File: config.mk
export PLATFORM = sky130hd
export DESIGN_NAME = tabela_sweep_ctrl
export DESIGN_NICKNAME = d
export VERILOG_FILES = /design/src/rtl/tabela_sweep_ctrl.sv
export SDC_FILE = /design/constraint.sdc
export NUM_CORES = 1
export LEC_CHECK = 0
export BUFFER_PORTS_ARGS = -buffer_cell sky130_fd_sc_hd__buf_2
export CAP_MARGIN = 20
export CELL_PAD_IN_SITES_DETAIL_PLACEMENT = 0
export CELL_PAD_IN_SITES_GLOBAL_PLACEMENT = 1
export CORE_MARGIN = 1
export CORE_UTILIZATION = 38
export CTS_CLUSTER_DIAMETER = 60
export DETAILED_ROUTE_END_ITERATION = 8
export GPL_ROUTABILITY_DRIVEN = 0
export GPL_TIMING_DRIVEN = 0
export PLACE_DENSITY = 0.75
export SYNTH_ARGS = -nofsm -noshare
export SYNTH_HDL_FRONTEND = slang
export SYNTH_SLANG_ARGS = --single-unit
File: constraint.sdc
create_clock -name clk -period 1.9 [get_ports clk]
set_clock_uncertainty 0.05 [all_clocks]
set_input_delay 0.19 -clock clk [delete_from_list [all_inputs] [get_ports clk]]
set_output_delay 0.19 -clock clk [all_outputs]
set_load 0.01 [all_outputs]
File: src/rtl/tabela_sweep_ctrl.sv
// tabela_sweep_ctrl: walks every input row of two N_IN-input boolean functions,
// captures both truth tables and reports equivalence, mismatch count and the
// lowest differing row. Abort cancels a sweep but keeps the partial results.
module tabela_sweep_ctrl #(
    parameter int N_IN   = 3,
    parameter int SETTLE = 1
) (
    input  logic                   clk,
    input  logic                   rst_n,
    input  logic                   start,
    input  logic                   abort,
    output logic [N_IN-1:0]        vec_out,
    input  logic                   f_a,
    input  logic                   f_b,
    output logic                   busy,
    output logic                   done,
    output logic                   aborted,
    output logic [(1<<N_IN)-1:0]   table_a,
    output logic [(1<<N_IN)-1:0]   table_b,
    output logic [N_IN:0]          mismatch_cnt,
    output logic [N_IN-1:0]        first_mis,
    output logic                   first_valid,
    output logic                   equal
);

    localparam int ROWS  = 1 << N_IN;
    localparam int CNT_W = (SETTLE > 1) ? $clog2(SETTLE) : 1;
    // Value of the settle counter on the last WAIT cycle of a row.
    localparam logic [CNT_W-1:0] SETTLE_LAST = (SETTLE > 0) ? CNT_W'(SETTLE - 1) : '0;

    typedef enum logic [1:0] {
        S_IDLE,
        S_WAIT,
        S_SAMPLE
    } state_t;

    // With no settle time a new row is sampled straight away.
    localparam state_t ROW_ENTRY = (SETTLE > 0) ? S_WAIT : S_SAMPLE;

    state_t            state_q, state_d;
    logic [CNT_W-1:0]  cnt_q, cnt_d;
    logic [N_IN-1:0]   vec_q, vec_d;
    logic              busy_q, busy_d;
    logic              done_q, done_d;
    logic              aborted_q, aborted_d;
    logic [ROWS-1:0]   tbl_a_q, tbl_a_d;
    logic [ROWS-1:0]   tbl_b_q, tbl_b_d;
    logic [N_IN:0]     mis_cnt_q, mis_cnt_d;
    logic [N_IN-1:0]   first_mis_q, first_mis_d;
    logic              first_valid_q, first_valid_d;
    logic              equal_q, equal_d;

    logic              row_mis;
    logic [N_IN:0]     mis_cnt_inc;

    assign row_mis     = f_a ^ f_b;
    assign mis_cnt_inc = mis_cnt_q + {{N_IN{1'b0}}, row_mis};

    // Next-state and result update for the sweep sequencer.
    always_comb begin
        state_d       = state_q;
        cnt_d         = cnt_q;
        vec_d         = vec_q;
        busy_d        = busy_q;
        done_d        = 1'b0;
        aborted_d     = aborted_q;
        tbl_a_d       = tbl_a_q;
        tbl_b_d       = tbl_b_q;
        mis_cnt_d     = mis_cnt_q;
        first_mis_d   = first_mis_q;
        first_valid_d = first_valid_q;
        equal_d       = equal_q;

        case (state_q)
            S_IDLE: begin
                // start together with abort is treated as no request at all
                if (start && !abort) begin
                    vec_d         = '0;
                    cnt_d         = '0;
                    tbl_a_d       = '0;
                    tbl_b_d       = '0;
                    mis_cnt_d     = '0;
                    first_valid_d = 1'b0;
                    equal_d       = 1'b0;
                    aborted_d     = 1'b0;
                    busy_d        = 1'b1;
                    state_d       = ROW_ENTRY;
                end
            end

            S_WAIT: begin
                if (abort) begin
                    state_d   = S_IDLE;
                    busy_d    = 1'b0;
                    aborted_d = 1'b1;
                end else if (cnt_q == SETTLE_LAST) begin
                    state_d = S_SAMPLE;
                end else begin
                    cnt_d = cnt_q + CNT_W'(1);
                end
            end

            S_SAMPLE: begin
                // abort suppresses the capture of the current row
                if (abort) begin
                    state_d   = S_IDLE;
                    busy_d    = 1'b0;
                    aborted_d = 1'b1;
                end else begin
                    tbl_a_d[vec_q] = f_a;
                    tbl_b_d[vec_q] = f_b;
                    mis_cnt_d      = mis_cnt_inc;
                    if (row_mis && !first_valid_q) begin
                        first_mis_d   = vec_q;
                        first_valid_d = 1'b1;
                    end
                    if (vec_q == '1) begin
                        state_d = S_IDLE;
                        busy_d  = 1'b0;
                        done_d  = 1'b1;
                        equal_d = (mis_cnt_inc == '0);
                    end else begin
                        vec_d   = vec_q + N_IN'(1);
                        cnt_d   = '0;
                        state_d = ROW_ENTRY;
                    end
                end
            end

            default: begin
                state_d = S_IDLE;
                busy_d  = 1'b0;
            end
        endcase
    end

    // State and result registers, all cleared by the asynchronous reset.
    always_ff @(posedge clk or negedge rst_n) begin
        if (!rst_n) begin
            state_q       <= S_IDLE;
            cnt_q         <= '0;
            vec_q         <= '0;
            busy_q        <= 1'b0;
            done_q        <= 1'b0;
            aborted_q     <= 1'b0;
            tbl_a_q       <= '0;
            tbl_b_q       <= '0;
            mis_cnt_q     <= '0;
            first_mis_q   <= '0;
            first_valid_q <= 1'b0;
            equal_q       <= 1'b0;
        end else begin
            state_q       <= state_d;
            cnt_q         <= cnt_d;
            vec_q         <= vec_d;
            busy_q        <= busy_d;
            done_q        <= done_d;
            aborted_q     <= aborted_d;
            tbl_a_q       <= tbl_a_d;
            tbl_b_q       <= tbl_b_d;
            mis_cnt_q     <= mis_cnt_d;
            first_mis_q   <= first_mis_d;
            first_valid_q <= first_valid_d;
            equal_q       <= equal_d;
        end
    end

    assign vec_out      = vec_q;
    assign busy         = busy_q;
    assign done         = done_q;
    assign aborted      = aborted_q;
    assign table_a      = tbl_a_q;
    assign table_b      = tbl_b_q;
    assign mismatch_cnt = mis_cnt_q;
    assign first_mis    = first_mis_q;
    assign first_valid  = first_valid_q;
    assign equal        = equal_q;

endmodule

==> flow_metrics.py, run 1 <==
metrics = {
    "status": {
        "status": "complete, but fails checks",
        "violations": "negative setup slack",
    },
    "logic_synthesis": {
        "netlist_area_mm2": 0.00171,
        "ys_seq_area_share_pct": 48.2,
        "syn-mean-instance-area_um2": 11.2,
        "synth_top_area_cell": "dfrtp_1",
        "synth_warnings": 0,
        "syn_nets": 167,
        "yosys-top-cells-area": "dfrtp_1 (48%), mux2i_1 (9.9%), nand2_1 (5.9%)",
        "synth-seq-cells": 33,
        "async_reset_ff_share_pct": 100,
        "yosys.area.top_type_share_pct": 48.2,
        "synth_edf_count": 0,
        "syn_inst": 153,
        "yosys_most_used_dff": "dfrtp_1",
        "ys_types": 36,
    },
    "detailed_routing": {
        "drc": 0,
        "via_per_inst": 5.09,
        "wl_per_cell_um": 14.4,
        "wl_um": 3690,
        "drt_iter0_drc": 41,
        "ant_nets": 0,
        "drt_pass1_iterations": 5,
        "vias": 1308,
    },
    "setup_path": {
        "critical_path.max_fanout": 4,
        "path_class": "flop to flop",
        "worstPathRequired_ns": 2.05,
        "cp.arrival_ns": 2.05,
        "end_kind": "flop",
        "cp-start-kind": "flop",
    },
    "sta": {
        "hold_viol": 0,
        "slew_headroom_pct": 50.2,
        "worst_pin_slew_ns": 0.748,
        "max_freq_mhz": 525,
        "final.period_utilization_pct": 100,
        "finalCriticalPeriod_ns": 1.90,
        "final-setup-viol-count": 1,
        "rsz0062_at_grt": "yes",
        "slew_violations": 0,
        "worst_slack_ns": -0.00455,
    },
    "finish": {
        "ff_latch_area_um2": 826,
        "syn_to_final_growth_pct": 27.8,
        "finalInstanceArea_mm2": 0.00219,
        "layout-drive-gt1-share_pct": 34.1,
        "antenna_cells": 0,
        "fill_cells": 392,
        "fin_nets": 218,
        "multi_input_area_um2": 860,
        "layout_commonest_cell": "buf_2",
        "mostFrequentLayoutCells": "buf_2 (36), dfrtp_1 (33), nand2_1 (27)",
        "final_util_pct": 50.3,
    },
    "placement": {
        "post-place-ws_ns": -0.239,
        "place_hpwl_um": 2650,
        "placed_area_mm2": 0.00196,
        "port_buffers": 36,
    },
    "clocking": {
        "cts_tree": "done",
        "clk-insertion-delay-late_ns": 0.28,
        "htreeDepth": 2,
        "cts_buffer_depth": 2,
        "cts_num_sinks": 33,
        "root_buffer": "clkbuf_8",
        "cts_buffers": 5,
        "clk_pin_slew_ns": 0.06,
    },
    "floorplan": {
        "io_pins": 37,
        "die-area_mm2": 0.00478,
        "core_area_mm2": 0.00435,
        "rows": 24,
        "die_w_um": 69.1,
        "start_util_pct": 39.3,
        "die_h_um": 69.1,
    },
    "grt": {
        "grt_pass1_wl_um": 6350,
        "grt_max_degree": 34,
        "antenna_found_initial": 0,
        "grt_overflow": 0,
        "grt.total_usage_pct": 16.9,
        "grt_pass1_vias": 1357,
    },
    "power": {
        "seq_power_share_pct": 33.3,
        "leakage_nw": 1.11,
        "power_switching_w": 0.000867,
        "p_per_area_mw_per_mm2": 1170,
        "comb_power_share_pct": 40.2,
        "p_sw_share_pct": 33.7,
        "max-vdd-ir-drop_v": 0.000633,
        "p_clk_share_pct": 26.5,
        "p_int_w": 0.00170,
    },
    "flow_run": {
        "cap_violations": 0,
    },
    "min_path": {
        "min_path_type": "input pin to flop",
    },
}
[synth_stat cells, types with 2 or more instances]
cell	count
a21oi_1	5
a22o_1	2
a32o_1	2
and4b_1	2
clkbuf_1	6
dfrtp_1	33
ha_1	8
inv_1	5
mux2_2	3
mux2i_1	17
nand2_1	27
nand3_1	8
nand4_1	2
nor2_1	3
nor2b_1	4
nor4b_4	3
o21ai_0	4
[through the flow]
step	std cells	TNS, ns	hold WS [ns]	total power [W]
after floorplan	153	0	-0.156	0.00146
after global placement	241	-1.87	0.236	0.00167
after detailed placement	241	-2.90	0.252	0.00170
after CTS	258	-0.0531	0.195	0.00256
after global routing	257	-0.616	0.231	0.00273
final	257	-0.00455	0.211	0.00257
[flip-flops by register name, summed over array words and instances (netlist names)]
| register | flops |
|---|---|
| aborted | 1 |
| busy | 1 |
| done | 1 |
| equal | 1 |
| first_mis | 3 |
| first_valid | 1 |
| mismatch_cnt | 4 |
| state_q | 2 |
| table_a | 8 |
| table_b | 8 |
| vec_out | 3 |
[what timing repair did]
| item | 4_1_cts | 5_1_grt |
|---|---|---|
| cloned | 0 | 0 |
| endpoints found under the setup margin | 20 | 17 |
| gates resized for setup | 9 | 7 |
| buffers inserted | 8 | 0 |
| hold buffers | 1 | 0 |
| endpoints found under the hold margin | 33 | 0 |
| pin swaps | 4 | 3 |
[power groups by stage]
stage | logic (W) | clock network, W | registers (W)
4_1_cts | 0.00102 | 0.000694 | 0.000854
2_1_floorplan | 0.000551 | 0 | 0.000904
3_5_place_dp | 0.000823 | 0 | 0.000876
5_1_grt | 0.00114 | 0.000726 | 0.000867
3_3_place_gp | 0.000801 | 0 | 0.000869
6_report | 0.00103 | 0.000681 | 0.000854
[layer usage]
metal | wire, um | global-route usage, % | vias to the layer above
met5 | 0 | 0 | -
met4 | 21 | 4.76 | 0
met3 | 167 | 5.26 | 2
met2 | 1890 | 28.4 | 30
met1 | 1610 | 20.8 | 639
li1 | - | - | 637
[final timing paths]
path / slack (ns) / endpoint / from / cells past startpoint
setup / recovery: -0.005 / table_a[2] / state_q[0] / 7
hold / removal: 0.21 / aborted / abort / 3
setup reg to reg: -0.005 / table_a[2] / state_q[0] / 7
hold reg to reg: 0.45 / mismatch_cnt[0] / mismatch_cnt[0] / 2
max in group asynchronous: 0.87 / state_q[0] / rst_n / 2
min in group asynchronous: 0.45 / first_mis[0] / rst_n / 2
[cell type report]
class	instances	area share (%)
Clock buffer	7	3.95
Sequential cell	33	37.7
Buffer	7	2.06
Timing Repair Buffer	45	11.8
Inverter	5	0.858
Tap cell	52	2.97
Multi-Input combinational cell	107	39.3
Clock inverter	1	1.37
[critical path, stage by stage, from the launching register on]
cell     delay, ns
dfrtp_1       0.36
inv_2         0.07
ha_4          0.17
nor2b_4       0.12
or3_4         0.41
buf_4         0.15
nor4b_4       0.28
mux2i_1       0.22
[cells by family (layout without fill, tap and decap cells)]
| family | Yosys count | count (layout) | synth area share (%) |
|---|---|---|---|
| AND/OR/NAND/NOR | 61 | 61 | 23.2 |
| flip-flops | 33 | 33 | 48.2 |
| multiplexers | 20 | 20 | 11.9 |
| AO/OA/AOI/OAI | 16 | 16 | 6.43 |
| buffers and inverters | 13 | 65 | 3.36 |
| adder cells (fa/ha/maj) | 8 | 8 | 5.84 |
| XOR/XNOR | 2 | 2 | 1.02 |
Power figures use the tool's default switching activity.
==> run 2, diff against run 1 <==
--- a/config.mk
+++ b/config.mk
@@ -9,7 +9,7 @@
 export CAP_MARGIN = 20
 export CELL_PAD_IN_SITES_DETAIL_PLACEMENT = 0
 export CELL_PAD_IN_SITES_GLOBAL_PLACEMENT = 1
-export CORE_MARGIN = 1
+export CORE_MARGIN = 4
 export CORE_UTILIZATION = 38
 export CTS_CLUSTER_DIAMETER = 60
 export DETAILED_ROUTE_END_ITERATION = 8
==> run 2 against run 1 <==
The flow now finishes without violations. Global-route usage is 1.1 points lower. Clock-buffer cell count is 2 lower. Critical endpoint is now table_a[0]. Register-to-register slack better by 0.02 ns. Die area is 18% higher. Sequential share of layout area is 0.47 points lower. Sequential power is 0.5% higher.
==> flow_metrics.py, run 2 (synthesized netlist as in run 1, its figures left out) <==
metrics = {
    "status": {
        "status": "complete, no violations",
    },
    "sta": {
        "worst_slack_ns": 0.0160,
        "max_freq_mhz": 531,
        "rsz0062_at_grt": "yes",
        "hold_viol": 0,
        "final-setup-viol-count": 0,
        "finalCriticalPeriod_ns": 1.88,
        "slew_headroom_pct": 49.1,
        "slew_violations": 0,
        "worst_pin_slew_ns": 0.763,
        "final.period_utilization_pct": 99.2,
    },
    "setup_path": {
        "slowest_stage": "or3_4",
        "cp-start-kind": "flop",
        "crit_family": "simple AND/OR/NAND/NOR gates",
        "max_stage_delay_ns": 0.43,
        "critical_path.max_fanout": 6,
        "worstPathRequired_ns": 2.07,
        "cp_num_buf_inv": 2,
        "cp.arrival_ns": 2.06,
        "r2r_cells": 7,
        "rrSetupSlack_ns": 0.02,
        "path_class": "flop to flop",
        "timing.critical_path.cells": "inv_2 > ha_4 > nor2b_4 > or3_4 > buf_8 > nor4_4 > mux2i_1",
        "end_kind": "flop",
        "worstReg2RegEnd": "table_a[0]",
        "r2r-start": "state_q[0]",
    },
    "floorplan": {
        "rows": 24,
        "die_h_um": 75.1,
        "core_area_mm2": 0.00435,
        "io_pins": 37,
        "die_w_um": 75.1,
        "start_util_pct": 39.3,
        "die-area_mm2": 0.00565,
    },
    "detailed_routing": {
        "ant_nets": 0,
        "drt_iter0_drc": 75,
        "drc": 0,
        "wl_um": 4040,
        "via_per_inst": 5.16,
        "wl_per_cell_um": 15.8,
        "drt_pass1_iterations": 4,
        "vias": 1321,
    },
    "finish": {
        "syn_to_final_growth_pct": 29.4,
        "final_util_pct": 50.9,
        "layout-drive-gt1-share_pct": 34.3,
        "fin_nets": 217,
        "antenna_cells": 0,
        "mostFrequentLayoutCells": "buf_2 (36), dfrtp_1 (33), nand2_1 (27)",
        "finalInstanceArea_mm2": 0.00222,
        "fill_cells": 391,
        "layout_commonest_cell": "buf_2",
    },
    "min_path": {
        "min_delay_worst_endpoint": "aborted",
        "min_path_cells": 3,
        "worstHoldStart": "abort",
        "min_path_type": "input pin to flop",
    },
    "clocking": {
        "clk-insertion-delay-late_ns": 0.29,
        "cts_buffers": 5,
        "cts_tree": "done",
        "clk_pin_slew_ns": 0.08,
        "root_buffer": "clkbuf_8",
        "cts_num_sinks": 33,
        "htreeDepth": 2,
        "cts_buffer_depth": 2,
    },
    "grt": {
        "grt_max_degree": 34,
        "grt_pass1_wl_um": 6620,
        "grt.total_usage_pct": 15.8,
        "grt_overflow": 0,
        "grt_pass1_vias": 1316,
        "antenna_found_initial": 0,
    },
    "placement": {
        "port_buffers": 36,
        "placed_area_mm2": 0.00196,
        "post-place-ws_ns": -0.267,
        "place_hpwl_um": 2770,
    },
    "flow_run": {
        "cap_violations": 0,
    },
    "power": {
        "max-vdd-ir-drop_v": 0.000387,
        "leakage_nw": 1.13,
        "p_total_w": 0.00274,
        "p_per_area_mw_per_mm2": 1240,
    },
}
==> run 2: cell count changes in the layout (fill, tap and decap cells not counted), sizes merged <==
cell,previous run,this run
clkbuf,12,10
clkinv,0,1
bufinv,1,2
buf,46,44
bufbuf,0,1
==> run 2: how the worst max path moves through the flow <==
stage	startpoint	endpoint	slack [ns]	cells past startpoint
5_1_grt	state_q[0]	table_a[0]	-0.07	7
3_3_place_gp	state_q[0]	table_a[3]	-0.16	8
6_report	state_q[0]	table_a[0]	0.02	7
4_1_cts	state_q[0]	table_a[0]	0.003	7
3_5_place_dp	state_q[0]	table_a[2]	-0.27	8
2_1_floorplan	state_q[0]	table_a[0]	0.02	7
==> run 2: layout make-up <==
| cell class | instances | area [um2] | share of cell area [%] |
|---|---|---|---|
| Clock inverter | 3 | 65.1 | 2.94 |
| Timing Repair Buffer | 44 | 268 | 12.1 |
| Tap cell | 52 | 65.1 | 2.94 |
| Buffer | 7 | 45.0 | 2.03 |
| Multi-Input combinational cell | 107 | 860 | 38.8 |
| Inverter | 5 | 18.8 | 0.847 |
| Sequential cell | 33 | 826 | 37.3 |
| Clock buffer | 5 | 68.8 | 3.11 |
==> run 2: per-layer routing <==
layer  up-vias  wire length [um]  GRT usage (%)
met3         8               207           3.87
met1       638              1730           19.4
met2        37              2010           26.1
met4         0                89           6.99
li1        638                 -              -
met5         -                 0              0
==> run 2: where the power goes <==
| group | internal, W | switching [W] | leakage [nW] |
|---|---|---|---|
| registers | 0.000796 | 0.0000620 | 0.454 |
| logic | 0.000513 | 0.000574 | 0.603 |
| clock network | 0.000521 | 0.000272 | 0.0681 |
| total | 0.00183 | 0.000908 | 1.13 |
==> run 2: worst reg2reg max path, stage by stage (launching register included) <==
cell     delay (ns)
dfrtp_1        0.36
inv_2          0.08
ha_4           0.18
nor2b_4        0.12
or3_4          0.43
buf_8          0.17
nor4_4         0.20
mux2i_1        0.22
==> run 2: repair_timing <==
action | 4_1_cts | 5_1_grt
resized for setup | 9 | 3
hold buffers | 1 | 0
setup buffers | 3 | 3
cloned | 1 | 0
endpoints found under the setup margin | 20 | 17
pin swaps | 1 | 0
hold endpoints to repair | 33 | 0
==> run 2: through the flow <==
stage          setup TNS (ns)  cells  hold WS [ns]
3_3_place_gp            -1.74    241         0.237
5_1_grt                -0.407    256         0.215
2_1_floorplan               0    153        -0.156
4_1_cts                     0    253         0.184
3_5_place_dp            -3.24    241         0.257
6_report                    0    256         0.194
==> run 3, diff against run 2 <==
--- a/config.mk
+++ b/config.mk
@@ -14,7 +14,6 @@
 export CTS_CLUSTER_DIAMETER = 60
 export DETAILED_ROUTE_END_ITERATION = 8
 export GPL_ROUTABILITY_DRIVEN = 0
-export GPL_TIMING_DRIVEN = 0
 export PLACE_DENSITY = 0.75
 export SYNTH_ARGS = -nofsm -noshare
 export SYNTH_HDL_FRONTEND = slang
==> run 3 against run 2 <==
Sequential power shrank 0.5%. Clock-buffer cell count grew 2. Maximum frequency grew 3.6%. Non-clock buffer count grew 1. Critical endpoint is now table_a[1]. Largest cell class unchanged. Highest routed layer unchanged.
==> flow_metrics.py, run 3 (synthesized netlist as in run 1, its figures left out) <==
metrics = {
    "power": {
        "max-vdd-ir-drop_v": 0.000458,
        "p_total_w": 0.00255,
        "power_switching_w": 0.000860,
        "p_int_w": 0.00169,
        "p_clk_share_pct": 26.5,
        "leakage_nw": 1.12,
        "p_per_area_mw_per_mm2": 1170,
        "comb_power_share_pct": 40.0,
        "seq_power_share_pct": 33.5,
        "p_sw_share_pct": 33.8,
    },
    "setup_path": {
        "cp-start-kind": "flop",
        "slowest_stage": "or3_4",
        "crit_family": "simple AND/OR/NAND/NOR gates",
        "cp_num_buf_inv": 1,
        "end_kind": "flop",
        "critical_path.max_fanout": 7,
        "timing.critical_path.cells": "inv_2 > ha_4 > nor2b_4 > or3_4 > nor4b_4 > mux2i_1",
        "max_stage_delay_ns": 0.45,
        "path_class": "flop to flop",
        "cp.arrival_ns": 1.97,
        "worstPathRequired_ns": 2.05,
    },
    "detailed_routing": {
        "drc": 0,
        "topRoutingLayerUsed": "met4",
        "wl_met2_um": 1950,
        "drt_iter0_drc": 76,
        "vias": 1326,
        "met3_length_um": 211,
        "ant_nets": 0,
        "wl_per_cell_um": 15.3,
        "wirelength_met1_um": 1720,
        "drt_pass1_iterations": 4,
        "via_per_inst": 5.16,
        "wl_um": 3920,
    },
    "clocking": {
        "clk_pin_slew_ns": 0.06,
        "cts_num_sinks": 33,
        "cts_buffer_depth": 2,
        "root_buffer": "clkbuf_8",
        "cts_tree": "done",
        "clk-insertion-delay-late_ns": 0.28,
        "htreeDepth": 2,
        "cts_buffers": 5,
    },
    "placement": {
        "post-place-ws_ns": -0.0547,
        "post-place-cells": 243,
        "place_hpwl_um": 2760,
        "port_buffers": 36,
    },
    "sta": {
        "hold_viol": 0,
        "max_freq_mhz": 550,
        "finalCriticalPeriod_ns": 1.82,
        "final.period_utilization_pct": 95.7,
        "slew_violations": 0,
        "worst_pin_slew_ns": 0.728,
        "final-setup-viol-count": 0,
        "worst_slack_ns": 0.0808,
        "rsz0062_at_grt": "yes",
        "slew_headroom_pct": 51.5,
        "hold_slack_ns": 0.201,
    },
    "floorplan": {
        "core_area_mm2": 0.00435,
        "die_w_um": 75.1,
        "rows": 24,
        "io_pins": 37,
        "start_util_pct": 39.3,
        "die-area_mm2": 0.00565,
        "die_h_um": 75.1,
    },
    "finish": {
        "layout-drive-gt1-share_pct": 36.1,
        "layout_commonest_cell": "buf_2",
        "syn_to_final_growth_pct": 27.5,
        "antenna_cells": 0,
        "instances_no_fill": 257,
        "fin_nets": 218,
        "mostFrequentLayoutCells": "buf_2 (36), dfrtp_1 (33), nand2_1 (27)",
    },
    "grt": {
        "grt.total_usage_pct": 15.4,
        "grt_pass1_vias": 1368,
        "grt_overflow": 0,
        "grt_pass1_wl_um": 6470,
        "grt_max_degree": 34,
        "antenna_found_initial": 0,
    },
    "min_path": {
        "min_path_type": "input pin to flop",
    },
    "flow_run": {
        "cap_violations": 0,
    },
    "status": {
        "status": "complete, no violations",
    },
}
-- run 3: changes by cell type in the layout (fill, tap and decap cells not counted), sizes merged --
cell    previous run  this run
buf               44        51
bufbuf             1         0
bufinv             2         1
clkbuf            10         7
clkinv             1         0
-- run 3: final cells by class --
cell class	count	area, um2
Multi-Input combinational cell	107	847
Timing Repair Buffer	52	310
Sequential cell	33	826
Clock inverter	1	30.0
Tap cell	52	65.1
Inverter	5	18.8
Fill cell	386	2170
Clock buffer	7	86.3
-- run 3: through the flow --
stage	instance area (um2)	TNS, ns	util [%]
after floorplan	1710	0	-
after global placement	1990	0	45.8
after detailed placement	1990	-0.130	45.8
after CTS	2170	-0.00796	49.9
after global routing	2180	-0.0241	50.1
final	2180	0	50.1
-- run 3: worst paths after layout --
check | start | endpoint | slack (ns) | cells after the start
setup / recovery | state_q[0] | table_a[1] | 0.08 | 6
hold / removal | abort | aborted | 0.20 | 3
setup reg to reg | state_q[0] | table_a[1] | 0.08 | 6
hold reg to reg | first_mis[0] | first_mis[0] | 0.46 | 1
max in group asynchronous | rst_n | table_a[1] | 0.87 | 2
min in group asynchronous | rst_n | mismatch_cnt[1] | 0.45 | 2
-- run 3: power by group through the flow --
| stage | Sequential (W) | Clock, W | Combinational [W] |
|---|---|---|---|
| finish | 0.000854 | 0.000675 | 0.00102 |
| global placement | 0.000858 | 0 | 0.000874 |
| floorplan | 0.000904 | 0 | 0.000551 |
| detailed placement | 0.000866 | 0 | 0.000906 |
| global route | 0.000864 | 0.000730 | 0.00111 |
| CTS | 0.000853 | 0.000703 | 0.00101 |
-- run 3: worst min-delay path, cell delays in order --
cell	delay, ns
buf_2	0.14
inv_1	0.10
a21oi_1	0.07
-- run 3: metal layers --
layer / vias up / track usage, %
li1: 641 / -
met2: 31 / 26.1
met3: 5 / 4.94
met1: 649 / 18.9
met4: 0 / 4.08
met5: - / 0
-- run 3: what timing repair did --
| action | in CTS | in global routing |
|---|---|---|
| gates resized for setup | 5 | 3 |
| hold endpoints to repair | 33 | 0 |
| pin swaps | 4 | 3 |
| setup buffers | 5 | 0 |
| endpoints found under the setup margin | 6 | 13 |
| hold buffers | 1 | 0 |
